### src/rtl/run_ctrl_pkg.sv
// run_ctrl_pkg: shared state encoding and default parameters for run_controller
package run_ctrl_pkg;
    typedef enum logic [2:0] {IDLE, REQ, RUN, DUMP, FINISH} state_t;
    localparam int DEF_CYCLE_WIDTH    = 32;
    localparam int DEF_TIMEOUT_CYCLES = 1000000;
    localparam int DEF_ADDR_WIDTH     = 8;
endpackage

### src/rtl/sat_counter.sv
// sat_counter: up-counter with clear that sticks at all-ones instead of wrapping
module sat_counter #(
    parameter int WIDTH = 32
) (
    input  logic             clk,
    input  logic             reset,
    input  logic             clear,
    input  logic             inc,
    output logic [WIDTH-1:0] count
);
    always_ff @(posedge clk)
        if (reset || clear) count <= '0;
        else if (inc && count != '1) count <= count + WIDTH'(1);
endmodule

### src/rtl/run_controller.sv
// run_controller: pulses the processor, times the run with a timeout, then streams
// a window of data memory back to the host through a valid/ready port
module run_controller
    import run_ctrl_pkg::*;
#(
    parameter int CYCLE_WIDTH    = DEF_CYCLE_WIDTH,
    parameter int TIMEOUT_CYCLES = DEF_TIMEOUT_CYCLES,
    parameter int ADDR_WIDTH     = DEF_ADDR_WIDTH
) (
    input  logic                   clk,
    input  logic                   reset,
    input  logic                   start,
    input  logic [ADDR_WIDTH-1:0]  dump_base,
    input  logic [ADDR_WIDTH:0]    dump_len,
    output logic                   req,
    input  logic                   done,
    output logic [ADDR_WIDTH-1:0]  mem_addr,
    input  logic [7:0]             mem_data,
    output logic                   out_valid,
    input  logic                   out_ready,
    output logic [7:0]             out_data,
    output logic [ADDR_WIDTH-1:0]  out_addr,
    output logic                   busy,
    output logic                   finished,
    output logic                   timeout,
    output logic [CYCLE_WIDTH-1:0] cycle_count
);
    localparam logic [CYCLE_WIDTH-1:0] LIMIT = CYCLE_WIDTH'(TIMEOUT_CYCLES - 1);
    state_t state, state_nxt;
    logic [ADDR_WIDTH-1:0] base;
    logic [ADDR_WIDTH:0] len, idx;
    logic cnt_clr, cnt_inc, tmo_set;
    always_comb begin
        state_nxt = state;
        req       = 1'b0;
        finished  = 1'b0;
        out_valid = 1'b0;
        cnt_clr   = 1'b0;
        cnt_inc   = 1'b0;
        tmo_set   = 1'b0;
        case (state)
            IDLE: if (start) begin
                state_nxt = REQ;
                cnt_clr   = 1'b1;
            end
            REQ: begin
                req       = 1'b1;
                state_nxt = RUN;
            end
            RUN: if (done) state_nxt = len != '0 ? DUMP : FINISH;
            else begin
                cnt_inc = 1'b1;
                if (cycle_count == LIMIT) begin
                    tmo_set   = 1'b1;
                    state_nxt = FINISH;
                end
            end
            DUMP: begin
                out_valid = 1'b1;
                if (out_ready && idx == len - (ADDR_WIDTH + 1)'(1)) state_nxt = FINISH;
            end
            FINISH: begin
                finished  = 1'b1;
                state_nxt = IDLE;
            end
            default: state_nxt = IDLE;
        endcase
    end
    assign busy     = state != IDLE;
    assign mem_addr = state == DUMP ? base + idx[ADDR_WIDTH-1:0] : '0;
    assign out_addr = mem_addr;
    assign out_data = state == DUMP ? mem_data : '0;
    always_ff @(posedge clk)
        if (reset) begin
            state   <= IDLE;
            base    <= '0;
            len     <= '0;
            idx     <= '0;
            timeout <= 1'b0;
        end else begin
            state <= state_nxt;
            if (cnt_clr) begin
                base    <= dump_base;
                len     <= dump_len;
                idx     <= '0;
                timeout <= 1'b0;
            end
            if (tmo_set) timeout <= 1'b1;
            if (out_valid && out_ready) idx <= idx + (ADDR_WIDTH + 1)'(1);
        end
    sat_counter #(.WIDTH(CYCLE_WIDTH)) u_cnt (
        .clk  (clk),
        .reset(reset),
        .clear(cnt_clr),
        .inc  (cnt_inc),
        .count(cycle_count)
    );
endmodule

### config.mk
export PLATFORM = sky130hd
export DESIGN_NAME = run_controller
export DESIGN_NICKNAME = d
export VERILOG_FILES = /design/src/rtl/run_ctrl_pkg.sv /design/src/rtl/sat_counter.sv /design/src/rtl/run_controller.sv
export SDC_FILE = /design/constraint.sdc
export NUM_CORES = 1
export LEC_CHECK = 0
export CORE_UTILIZATION = 45
export DETAILED_ROUTE_END_ITERATION = 16
export HOLD_SLACK_MARGIN = 0.06
export PLACE_DENSITY_LB_ADDON = 0.25
export SYNTH_ARGS = -nofsm -noshare
export SYNTH_HDL_FRONTEND = slang
export SYNTH_SLANG_ARGS = --single-unit
### constraint.sdc
create_clock -name clk -period 2.8 [get_ports clk]
set_input_delay 0.84 -clock clk [delete_from_list [all_inputs] [get_ports clk]]
set_output_delay 0.84 -clock clk [all_outputs]
set_load 0.005 [all_outputs]
After elaboration in Yosys (flattened, before gate mapping)
Cells that the tools add are included.
Storage, ports and cells
  register bits after elaboration: 62
  logic and storage cells: 52
  output and inout port bits: 61
Operators by class
  mux-type cells: 22
  reduce and logical (&&, ||, !) cells: 10
  equality and inequality tests: 10
  $add $sub $neg: 4
Operators by type and width (number)
  $add 32x1->32 const B: 1
  $eq 32x20->1 const B: 1
  $ne 32x32->1 const B: 1
  $mux 9: 2
  $mux 8: 2
  $mux 3: 5
  $mux 1: 12
  $pmux 3 s4: 1
  $add 9x1->9 const B: 1
  $eq 9x9->1: 1
  $reduce_bool 9->1: 1
  $sub 9x1->9 const B: 1
  $add 8x8->8: 1
  $eq 3x2->1 const B: 2
  $ne 2x2->1 const B: 2
  $reduce_bool 2->1: 2
  $eq 3x1->1 const B: 1
  $eq 3x3->1 const B: 1
  $logic_and 1x1->1: 3
  $logic_not 3->1: 1
  $ne 3x3->1 const B: 1
  $reduce_and 3->1: 1
  $reduce_bool 3->1: 1
  $logic_or 1x1->1: 1

Depth between registers and ports, before layout
  depth in word-level cells: 5
  gate-level depth with buffers: 9

By module
From an unflattened synthesis, not the netlist that was laid out.
Unflattened totals
  cells, all modules: 449
  area, all modules: 3713.6 sq um
Modules (own cells, without submodules)
  run_controller: area each 2031.9 sq um, seq. area each 600.6 sq um, cells each 260, instances 1
  sat_counter: area each 1681.6 sq um, seq. area each 640.6 sq um, cells each 189, instances 1

Worst setup path after synthesis
No wires, ideal clock.
  kind: flip-flop to output port
  from: register idx[0]
  to: output port out_addr[6]
  required time: 1.960 ns
  setup slack: 0.068 ns
  path buffers: 1
  arrival: 1.892 ns
  cell stages (with the launch flop): 10
  path through: dfxtp_1 -> ha_1 -> fa_1 -> a21o_1 -> a21oi_1 -> o21bai_1 -> a21oi_1 -> xor2_1 -> nor2_1 -> buf_4
Between the ends
  longest elaborated chain between the ends: 2
Ends and longest elaborated chain
  start: declaration: RTL line run_controller.sv:31  | logic [ADDR_WIDTH:0] len, idx;
  start signal: assignment: RTL line run_controller.sv:89  | if (out_valid && out_ready) idx <= idx + (ADDR_WIDTH + 1)'(1);
  $add 8x8->8: RTL line run_controller.sv:70  | assign mem_addr = state == DUMP ? base + idx[ADDR_WIDTH-1:0] : '0;
  $mux 8: RTL line run_controller.sv:70
  end: declaration: RTL line run_controller.sv:22  | output logic [ADDR_WIDTH-1:0] out_addr,
No other way between the ends.

Worst setup path in the final report
  from: register base[0]
  to: output port out_addr[6]
Between the ends
  longest elaborated chain between the ends: 2
Ends and longest elaborated chain
  start: declaration: RTL line run_controller.sv:30  | logic [ADDR_WIDTH-1:0] base;
  start signal: assignment: RTL line run_controller.sv:83  | base <= dump_base;
  $add 8x8->8: RTL line run_controller.sv:70
  $mux 8: RTL line run_controller.sv:70
No other way between the ends.

==> reports/results.tsv <==
stage	metric	value	unit
synth	syn nets	481	
timing	Worst-Margin Slew	0.747	ns
route	Detailed Route Iter0 Violations	161	
synth	Post-Synthesis Cells	440	
pwr	sw power	0.000660	W
route	via count	3449	
synth	Async S/R FF share, synth	0	%
floorplanning	core area	7410	µm²
pwr	Logic pwr share	22.1	%
clock_tree	Root Buffer	clkbuf_8	
timing	crit path time final	3.10	ns
layout	layout cells sized above 1	13.9	%
pwr	Seq pwr share	44.3	%
synth	synth warn	0	
clock_tree	clock-pin slew on the worst setup and hold paths	0.07	ns
pwr	VDD IR max	0.250	mV
timing	Setup WS post-layout	-0.304	ns
outcome	failing checks	setup timing	
clock_tree	clock buffer depth	2	
critical_path	crit path max fanout	2	
clock_tree	total clock sinks	62	
layout	ant diodes	0	
min_path	worst min path class	flop to flop	
floorplanning	Initial Utilization	47.6	%
timing	Hold Fails Final Rpt	0	
floorplanning	Die H	90.5	µm
floorplanning	die area	8200	µm²
placement	post-DP HPWL	6.39	mm
route	DR pass1 iterations	4	
route	WL final	9.12	mm
outcome	status	finished with violations	
synth	Post-synth EDFFs	0	
clock_tree	CTS H-Tree Depth	3	
timing	Final Setup Violations	4	
timing	Setup TNS Final	-0.747	ns
grt	antenna violations before repair	0	
grt	vias in the first global route	3212	
timing	worst relative slew slack	49.8	%
synth	post-synthesis sequential area ratio	35.2	%
floorplanning	Site Rows	31	
route	Vias/cell	5.36	
pwr	Pleak	1.98	nW
layout	layout overhead on the synthesized area	38.1	%
timing	unrepaired setup endpoints after global routing	yes	
timing	final critical-path share of the clock period	111	%
pwr	Clock power frac	33.6	%
synth	Avg Cell Area, Syn	8.02	µm²
floorplanning	die span in x	90.5	µm
route	DRT antenna net count	0	
critical_path	crit path DAT	2.26	ns
synth	synthesized cell area	3530	µm²
critical_path	crit start category	flop	
floorplanning	io pins	91	
synth	Distinct cells, synth	53	
run	MaxCap Viol Count	0	
grt	global-route wire length before repair	15.4	mm
timing	max-slew violations	0	
clock_tree	CTS tree	done	
critical_path	crit end category	output port	
grt	GRT Residual Overflow	0	
pwr	Net Sw Frac	30.1	%
critical_path	kind of critical path	flop to output port	
grt	largest net degree at the start of global routing	34	
layout	Core Util, Final	65.7	%
timing	fmax	0.322	GHz
pwr	Pint	0.00153	W
pwr	PD cells	450	nW/µm²
timing	Final Skew	0.0119	ns
placement	IO buf count	90	
placement	routability cong.	0.808	
synth	synthesized flop and latch total	62	
clock_tree	worst skew pair latency	0.34	ns
critical_path	Critical Path RT	1.96	ns
route	DRC Markers	0	
clock_tree	TritonCTS buffer count	9	
layout	Layout Nets	582	
route	WL/cell	14.2	µm
grt	gr usage total	23.0	%
synth	most common flop cell mapped by yosys	dfxtp_1	
## metrics by stage
stage          setup slack, ns  cell area, µm²  instances  total power, W  hold WS (ns)
2_1_floorplan           0.0685            3530        440         0.00129         0.441
3_3_place_gp            -0.288            4600        623         0.00144         0.449
3_5_place_dp            -0.353            4600        623         0.00146         0.455
4_1_cts                 -0.308            4850        643         0.00219         0.464
5_1_grt                 -0.409            4870        644         0.00230         0.487
6_report                -0.304            4870        644         0.00219         0.463
## placed cells by master (no fill, tap or decap), types with 3 or more instances in the layout
master / Yosys / routed
nor3_1: 5 / 5
dfxtp_2: 0 / 4
xnor2_1: 12 / 10
nand3b_1: 3 / 3
buf_6: 0 / 3
nor2_1: 68 / 68
nand2_1: 56 / 55
dfxtp_1: 62 / 57
buf_4: 8 / 23
and4_1: 3 / 3
nor4_1: 3 / 3
nor2b_1: 3 / 3
nand4_1: 21 / 21
nand4b_1: 3 / 3
ha_1: 10 / 8
and3_1: 19 / 19
nand3_1: 17 / 17
nand2b_1: 4 / 4
clkdlybuf4s50_1: 0 / 74
o21ai_0: 6 / 5
dlygate4sd2_1: 0 / 6
xor2_1: 39 / 39
clkbuf_8: 0 / 12
inv_1: 8 / 8
a21oi_1: 32 / 30
buf_2: 3 / 4
## layer usage
metal  wire length [µm]  track usage, %  up-vias
met5                  0               0        -
met4                139            6.99        0
met3                488            5.81       15
met2               4280            37.3       92
met1               4210            29.9     1620
li1                   -               -     1722
## cells by family after synthesis
family	share of synthesized area, %
fa+ha+maj	4.11
mux	0.922
xor+xnor	12.7
flops	35.2
buf+inv	4.58
simple gates	32.4
compound gates	10.1
## flip-flops by register name, summed over array words and instances, names as in the netlist
signal and count:
base 8, idx 9, len 9, state 3
timeout 1, u_cnt.count 32
## repair_timing
action	in CTS	in global routing
pin swaps	15	11
setup endpoints to repair	14	21
buffers inserted	6	1
resized for setup	48	11
hold buffers	0	0
hold endpoints to repair	0	0
## synthesized netlist by cell type (all sizes together) (3+ instances only)
master | number | area share (%)
and3 | 20 | 3.6
ha | 10 | 3.5
o21ai | 8 | 1.1
xnor2 | 12 | 3.0
nand2 | 57 | 6.3
xor2 | 39 | 9.7
a211oi | 3 | 0.99
nand4 | 21 | 3.7
nand2b | 4 | 0.71
nand3 | 17 | 2.4
and4 | 3 | 0.75
clkbuf | 14 | 1.5
nand3b | 3 | 0.64
nor4 | 6 | 2.1
nand4b | 3 | 0.75
nor2b | 3 | 0.53
and2 | 3 | 0.53
buf | 12 | 2.2
nor2 | 68 | 7.2
nor3 | 6 | 1.2
dfxtp | 62 | 35
inv | 8 | 0.85
a21oi | 32 | 4.5
## power by group through the flow
stage          clock network [W]  logic (W)  registers (W)
6_report                0.000736   0.000484       0.000971
5_1_grt                 0.000792   0.000533       0.000979
4_1_cts                 0.000745   0.000476       0.000970
3_5_place_dp                   0   0.000467       0.000989
3_3_place_gp                   0   0.000457       0.000986
2_1_floorplan                  0   0.000313       0.000972
## area by class of cell
type / instances / area, µm²
Fill cell: 629 / 2540
Multi-Input combinational cell: 344 / 2190
Sequential cell: 62 / 1250
Timing Repair Buffer: 116 / 1090
Clock buffer: 12 / 165
Tap cell: 99 / 124
Inverter: 8 / 30.0
Clock inverter: 3 / 18.8
## worst max-delay path, stage by stage, from the launching register on
cell,delay (ns)
dfxtp_2,0.34
ha_4,0.17
fa_2,0.36
a21o_1,0.18
a21oi_2,0.15
o21bai_1,0.07
a21oi_1,0.17
xor2_1,0.17
nor2_1,0.07
buf_4,0.14
buf_6,0.10
## final timing paths
path / from / to / slack [ns] / cells after the start
min: base[6] / base[6] / 0.46 / 2
max: base[0] / out_addr[6] / -0.30 / 10
min reg2reg: base[6] / base[6] / 0.46 / 2
max reg2reg: u_cnt.count[1] / state[0] / 0.54 / 7
Power figures use the tool's default switching activity.
